[config.mk]
export PLATFORM = sky130hd
export DESIGN_NAME = csea_serial_add_ctrl
export DESIGN_NICKNAME = d
export VERILOG_FILES = /design/src/rtl/csea_serial_add_ctrl.sv
export SDC_FILE = /design/constraint.sdc
export NUM_CORES = 1
export LEC_CHECK = 0
export BUFFER_PORTS_ARGS = -buffer_cell sky130_fd_sc_hd__buf_2
export CAP_MARGIN = 40
export CORE_AREA = 2 2 152 154
export DETAILED_ROUTE_END_ITERATION = 8
export DIE_AREA = 0 0 154 156
export GPL_TIMING_DRIVEN = 0
export PLACE_DENSITY = 0.83
export REMOVE_ABC_BUFFERS = 1
export SETUP_SLACK_MARGIN = 0.4
export SLEW_MARGIN = 10
export SYNTH_ARGS = -nofsm -noshare
export SYNTH_HDL_FRONTEND = slang
export SYNTH_SLANG_ARGS = --single-unit
[constraint.sdc]
create_clock -name clk -period 3.7 [get_ports clk]
set_input_delay 0.74 -clock clk [delete_from_list [all_inputs] [get_ports clk]]
set_output_delay 0.74 -clock clk [all_outputs]
set_load 0.01 [all_outputs]
[src/rtl/csea_serial_add_ctrl.sv]
// ---------------------------------------------------------------------------
// csea_serial_add_ctrl
//
// Purpose:
//   Sequencer that computes a W-bit add or subtract using one shared SLICE-bit
//   carry-select slice (csea_level). It processes the operands one slice per
//   clock, starting with the least significant slice. A register carries the
//   carry from one slice to the next. This trades latency for area compared
//   with a fully parallel W-bit carry-select adder.
//
// Ports:
//   clk          rising-edge clock
//   rst_b        asynchronous reset, active-low
//   in_valid     operands/opcode valid (ignored unless in_ready)
//   in_ready     controller idle and able to accept an operation
//   x, y         W-bit operands A and B
//   sub          0: A+B+c_in, 1: A-B (c_in ignored)
//   c_in         carry-in for add
//   slice_x      slice operand A, to csea_level.x
//   slice_y      slice operand B, already inverted for sub, to csea_level.y
//   slice_c_in   chained carry, to csea_level.previous_c_out
//   slice_z      slice sum, from csea_level.z
//   slice_c_out  slice carry, from csea_level.next_c_out
//   out_valid    result valid, held until out_ready
//   out_ready    consumer accepts result
//   z            W-bit result
//   c_out        final carry-out (for sub: 1 = no borrow)
//   ovf          signed overflow
//   zero         z == 0
// ---------------------------------------------------------------------------
module csea_serial_add_ctrl #(
   parameter int W     = 64,
   parameter int SLICE = 8
) (
   input  logic             clk,
   input  logic             rst_b,
   input  logic             in_valid,
   output logic             in_ready,
   input  logic [W-1:0]     x,
   input  logic [W-1:0]     y,
   input  logic             sub,
   input  logic             c_in,
   output logic [SLICE-1:0] slice_x,
   output logic [SLICE-1:0] slice_y,
   output logic             slice_c_in,
   input  logic [SLICE-1:0] slice_z,
   input  logic             slice_c_out,
   output logic             out_valid,
   input  logic             out_ready,
   output logic [W-1:0]     z,
   output logic             c_out,
   output logic             ovf,
   output logic             zero
);

   localparam int N  = W / SLICE;
   localparam int IW = (N > 1) ? $clog2(N) : 1;

   if (((W % SLICE) != 0) || (SLICE != 8)) begin : g_param_check
      $fatal(1, "csea_serial_add_ctrl: W must be a multiple of SLICE and SLICE must be 8");
   end

   typedef enum logic [1:0] {
      IDLE = 2'd0,
      RUN  = 2'd1,
      DONE = 2'd2
   } state_t;

   state_t         state;
   state_t         state_next;
   logic [IW-1:0]  idx;
   logic           carry;
   logic [W-1:0]   xa;
   logic [W-1:0]   yb;
   logic [W-1:0]   acc;
   logic [W-1:0]   acc_next;
   logic           last;
   int             base;

   // Next-state and output decode. The partial sum is collected in acc and
   // copied to z only when the operation completes. This keeps the previous
   // result stable on z for the whole time the next operation is running.
   always_comb begin
      state_next = state;
      in_ready   = 1'b0;
      out_valid  = 1'b0;
      slice_x    = '0;
      slice_y    = '0;
      slice_c_in = 1'b0;
      acc_next   = acc;
      base       = int'(idx) * SLICE;
      last       = (idx == IW'(N - 1));
      case (state)
         IDLE: begin
            in_ready = 1'b1;
            if (in_valid) begin
               state_next = RUN;
            end
         end
         RUN: begin
            slice_x                   = xa[base +: SLICE];
            slice_y                   = yb[base +: SLICE];
            slice_c_in                = carry;
            acc_next[base +: SLICE]   = slice_z;
            if (last) begin
               state_next = DONE;
            end
         end
         DONE: begin
            out_valid = 1'b1;
            if (out_ready) begin
               state_next = IDLE;
            end
         end
         default: begin
            state_next = IDLE;
         end
      endcase
   end

   // State and datapath registers. Subtraction is performed as A + ~B + 1:
   // B is inverted when it is captured, and the carry is preloaded with 1.
   always_ff @(posedge clk or negedge rst_b) begin
      if (!rst_b) begin
         state <= IDLE;
         idx   <= '0;
         carry <= 1'b0;
         xa    <= '0;
         yb    <= '0;
         acc   <= '0;
         z     <= '0;
         c_out <= 1'b0;
         ovf   <= 1'b0;
         zero  <= 1'b0;
      end else begin
         state <= state_next;
         case (state)
            IDLE: begin
               if (in_valid) begin
                  xa    <= x;
                  yb    <= sub ? ~y : y;
                  carry <= sub ? 1'b1 : c_in;
                  idx   <= '0;
               end
            end
            RUN: begin
               acc   <= acc_next;
               carry <= slice_c_out;
               idx   <= idx + 1'b1;
               if (last) begin
                  z     <= acc_next;
                  c_out <= slice_c_out;
                  zero  <= (acc_next == '0);
                  ovf   <= (xa[W-1] == yb[W-1]) & (acc_next[W-1] != xa[W-1]);
               end
            end
            default: begin
            end
         endcase
      end
   end

endmodule
==> metrics <==
TritonCTS clock tree=built; die width=roughly 150 um; Compound-Gate Fraction of Synth Area=7.95%; Hold Vio Cnt, Final=0; clk_skew=about 0.016 ns; clk buf depth=3; RSZ-0062 raised after global routing=no; I/O Buffers=228; Post-synth EDFFs=0; status=finished clean; TritonCTS Sinks=around 270; multiplexer share of the synthesized area=10.1%; Cell Area, Synth=0.0121 sq mm; Synth cell types=50; via/cell ratio=5.47; final WL=29800 um; total of max-cap violations=0; post-synthesis sequential area ratio=between 50% and 60%; final period utilization=84.7%; maximum clock frequency=0.319 GHz; crit path DAT=3.56 ns; Routed WL per cell=17.4 um; I/O pin count=approximately 230; nets=1563; syn_area_per_cell=9.95 sq um; most common flop cell mapped by yosys=dfrtp_1; main combinational cell family by area after synthesis=simple AND/OR/NAND/NOR gates; leakage=7.05 nW; Worst-Margin Slew=~0.94 ns; total power=13.0 mW; overall die area=0.0240 sq mm; maximum VDD drop=448 uV; fraction of registers with async set/reset=100%; post-layout util=about two thirds; Setup WS pre-CTS=-0.605 ns; post-synth top area share=54.9%; core area=0.0224 sq mm; CTS Hold Bufs=0; Synth Area in Adders=0.518%; Crit Path Class=flip-flop to flip-flop; H-tree depth=1; Buf/Inv on CP=1; Final ANT Viol Nets=0; Rows=55; delay-heaviest family, CP=simple AND/OR/NAND/NOR gates; vias in the first global route=9335; initial core utilization=between 50% and 60%; first-pass GRT wire length=47600 um; Post-synth top cells=nand2_1, dfrtp_1, o21ai_0; Pwr Density=895 mW/mm^2; max_slew headroom=37.2%; Synth Area in Simple Gates=19.0%; crit path max fanout=6; 1st-pass router iterations=5; setup TNS=0 ns; top cells by area, synth=dfrtp_1, nand2_1, mux4_2; Residual DRC=0; post-synth top area cell=dfrtp_1; endpoints failing setup=0; clk slew on worst S/H paths=about 0.06 ns; Post-Syn Instances=roughly 1200; Die Height=156 um; Clk Tree Root Cell=clkbuf_16; antenna violations before repair=4; vias=9414; nature of the critical path endpoint=flip-flop; share of cells above drive strength 1=between 20% and 30%; CP startpoint kind=flip-flop; HPWL Detailed=approximately 20000 um; crit-path cells=inv_1, ha_1, ha_2, or4b_4, nor3_4, mux2_2, nor4_2, nand4_1, o41ai_2; fillers=1712; CTS Buf Count=27; flops & latches, synth=265; grt ovf=0; count of pins over their slew limit=0; XOR/XNOR share of the synthesized area=4.64%; CP max stage delay=0.61 ns; CP max-delay cell=or4b_4; Critical Path RT=4.13 ns; Setup WS post-layout=0.565 ns; routability congestion estimate from global placement=0.875; worst min path class=primary input to async pin; most common cell in the netlist=nand2_1; 1st-iter DRT viols=601; Final min period=3.14 ns; area growth from synthesis to layout=20.7%; pin count of the biggest net entering global routing=97; Synth warnings=0; Total GRT Usage=24.7%; Worst-Skew Late Latency=0.54 ns
state kept, by name, summed over array words and instances, names as in the netlist, 2 cells and up:
signal and flops:
acc 64, xa 64, yb 64, z 64, idx 3, state 2
routing by layer:
| metal | GRT usage (%) | share of wire, % | vias up |
|---|---|---|---|
| met1 | 32.7 | 40 | 4506 |
| met5 | 0 | 0.14 | - |
| met2 | 41.4 | 49 | 381 |
| met3 | 5.47 | 8.6 | 65 |
| met4 | 7.30 | 2.3 | 6 |
| li1 | - | - | 4456 |
per-stage QoR:
| stage | std cells | hold slack, ns | instance area, sq um |
|---|---|---|---|
| 5_1_grt | 1720 | 0.290 | 14600 |
| 4_1_cts | 1713 | 0.251 | 14500 |
| 6_report | 1720 | 0.233 | 14600 |
| 2_1_floorplan | 1135 | 0.440 | 11700 |
| 3_3_place_gp | 1648 | 0.453 | 13200 |
| 3_5_place_dp | 1660 | 0.457 | 13500 |
what timing repair did:
action / in CTS / in global routing
pin swaps: 2 / 3
gates resized for setup: 9 / 10
buffers inserted: 5 / 5
cloned: 0 / 1
endpoints found under the setup margin: 45 / 1
cell type report:
class	instances	area [sq um]	share of cell area (%)
Timing Repair Buffer	250	1490	10.2
Clock inverter	9	108	0.738
Inverter	7	31.3	0.215
Sequential cell	265	6640	45.6
Multi-Input combinational cell	864	5180	35.5
Tap cell	285	357	2.45
Clock buffer	39	771	5.29
Antenna cell	1	2.50	0.0172
kinds of logic (layout without fill, tap and decap cells):
logic type	Yosys count	count (layout)
AOI/OAI and AO/OA	168	168
xor gates and xnor gates	64	64
adders and majority gates	5	5
buffers and inverters	85	305
DFF	265	265
muxes	76	76
other	0	1
and+or+nand+nor	550	551
layout by cell type (no fill, tap or decap), types with 3 or more instances in the layout:
| cell | n |
|---|---|
| buf_16 | 6 |
| nor2_1 | 77 |
| clkbuf_1 | 7 |
| clkbuf_16 | 27 |
| nand4_1 | 6 |
| xnor2_1 | 64 |
| nand3_1 | 7 |
| o21ai_0 | 106 |
| o21a_1 | 3 |
| mux2_2 | 42 |
| nor2b_1 | 3 |
| nor3_4 | 3 |
| o31ai_1 | 8 |
| a31oi_1 | 9 |
| clkbuf_8 | 5 |
| nand2_1 | 402 |
| mux4_2 | 32 |
| a211oi_1 | 4 |
| dfrtp_1 | 262 |
| nor4_2 | 3 |
| inv_1 | 6 |
| nand3b_1 | 4 |
| o21ai_1 | 4 |
| o2111ai_1 | 5 |
| buf_8 | 3 |
| and2_1 | 9 |
| nor4_1 | 7 |
| buf_2 | 227 |
| buf_4 | 11 |
| nand2b_1 | 3 |
| clkinv_2 | 3 |
| or3_1 | 8 |
| buf_12 | 3 |
| ha_1 | 4 |
| a21oi_1 | 18 |
power breakdown:
| part | switching [mW] | total (mW) | leakage [nW] | internal, mW |
|---|---|---|---|---|
| combinational | 3.12 | 5.40 | 3.33 | 2.29 |
| clock | 1.12 | 2.70 | 0.426 | 1.58 |
| sequential | 0.701 | 4.94 | 3.29 | 4.24 |
| total | 4.93 | 13.0 | 7.05 | 8.10 |
worst register-to-register path: cells and delay by family, from the launching register on:
kind	cells	cell delay, ns
AO/OA/AOI/OAI	1	0.35
AND/OR/NAND/NOR	4	1.28
adder cells (fa/ha/maj)	2	0.46
multiplexers	1	0.41
flip-flops	1	0.42
buffers and inverters	1	0.11
final timing paths:
| kind | start | end | slack (ns) | cells past startpoint |
|---|---|---|---|---|
| worst min-delay path | rst_b | z[20]$_DFFE_PN0P_ | 0.23 | 1 |
| min in group clk | x[14] | xa[14]$_DFFE_PN0P_ | 0.39 | 3 |
| worst max register to register | idx[0]$_DFFE_PN0P_ | zero$_DFFE_PN0P_ | 0.56 | 9 |
| max in group asynchronous | rst_b | xa[53]$_DFFE_PN0P_ | 2.55 | 2 |
| worst min register to register | xa[17]$_DFFE_PN0P_ | xa[17]$_DFFE_PN0P_ | 0.47 | 2 |
| worst max-delay path | idx[0]$_DFFE_PN0P_ | zero$_DFFE_PN0P_ | 0.56 | 9 |
No activity file was read; power rests on OpenSTA's default activity.
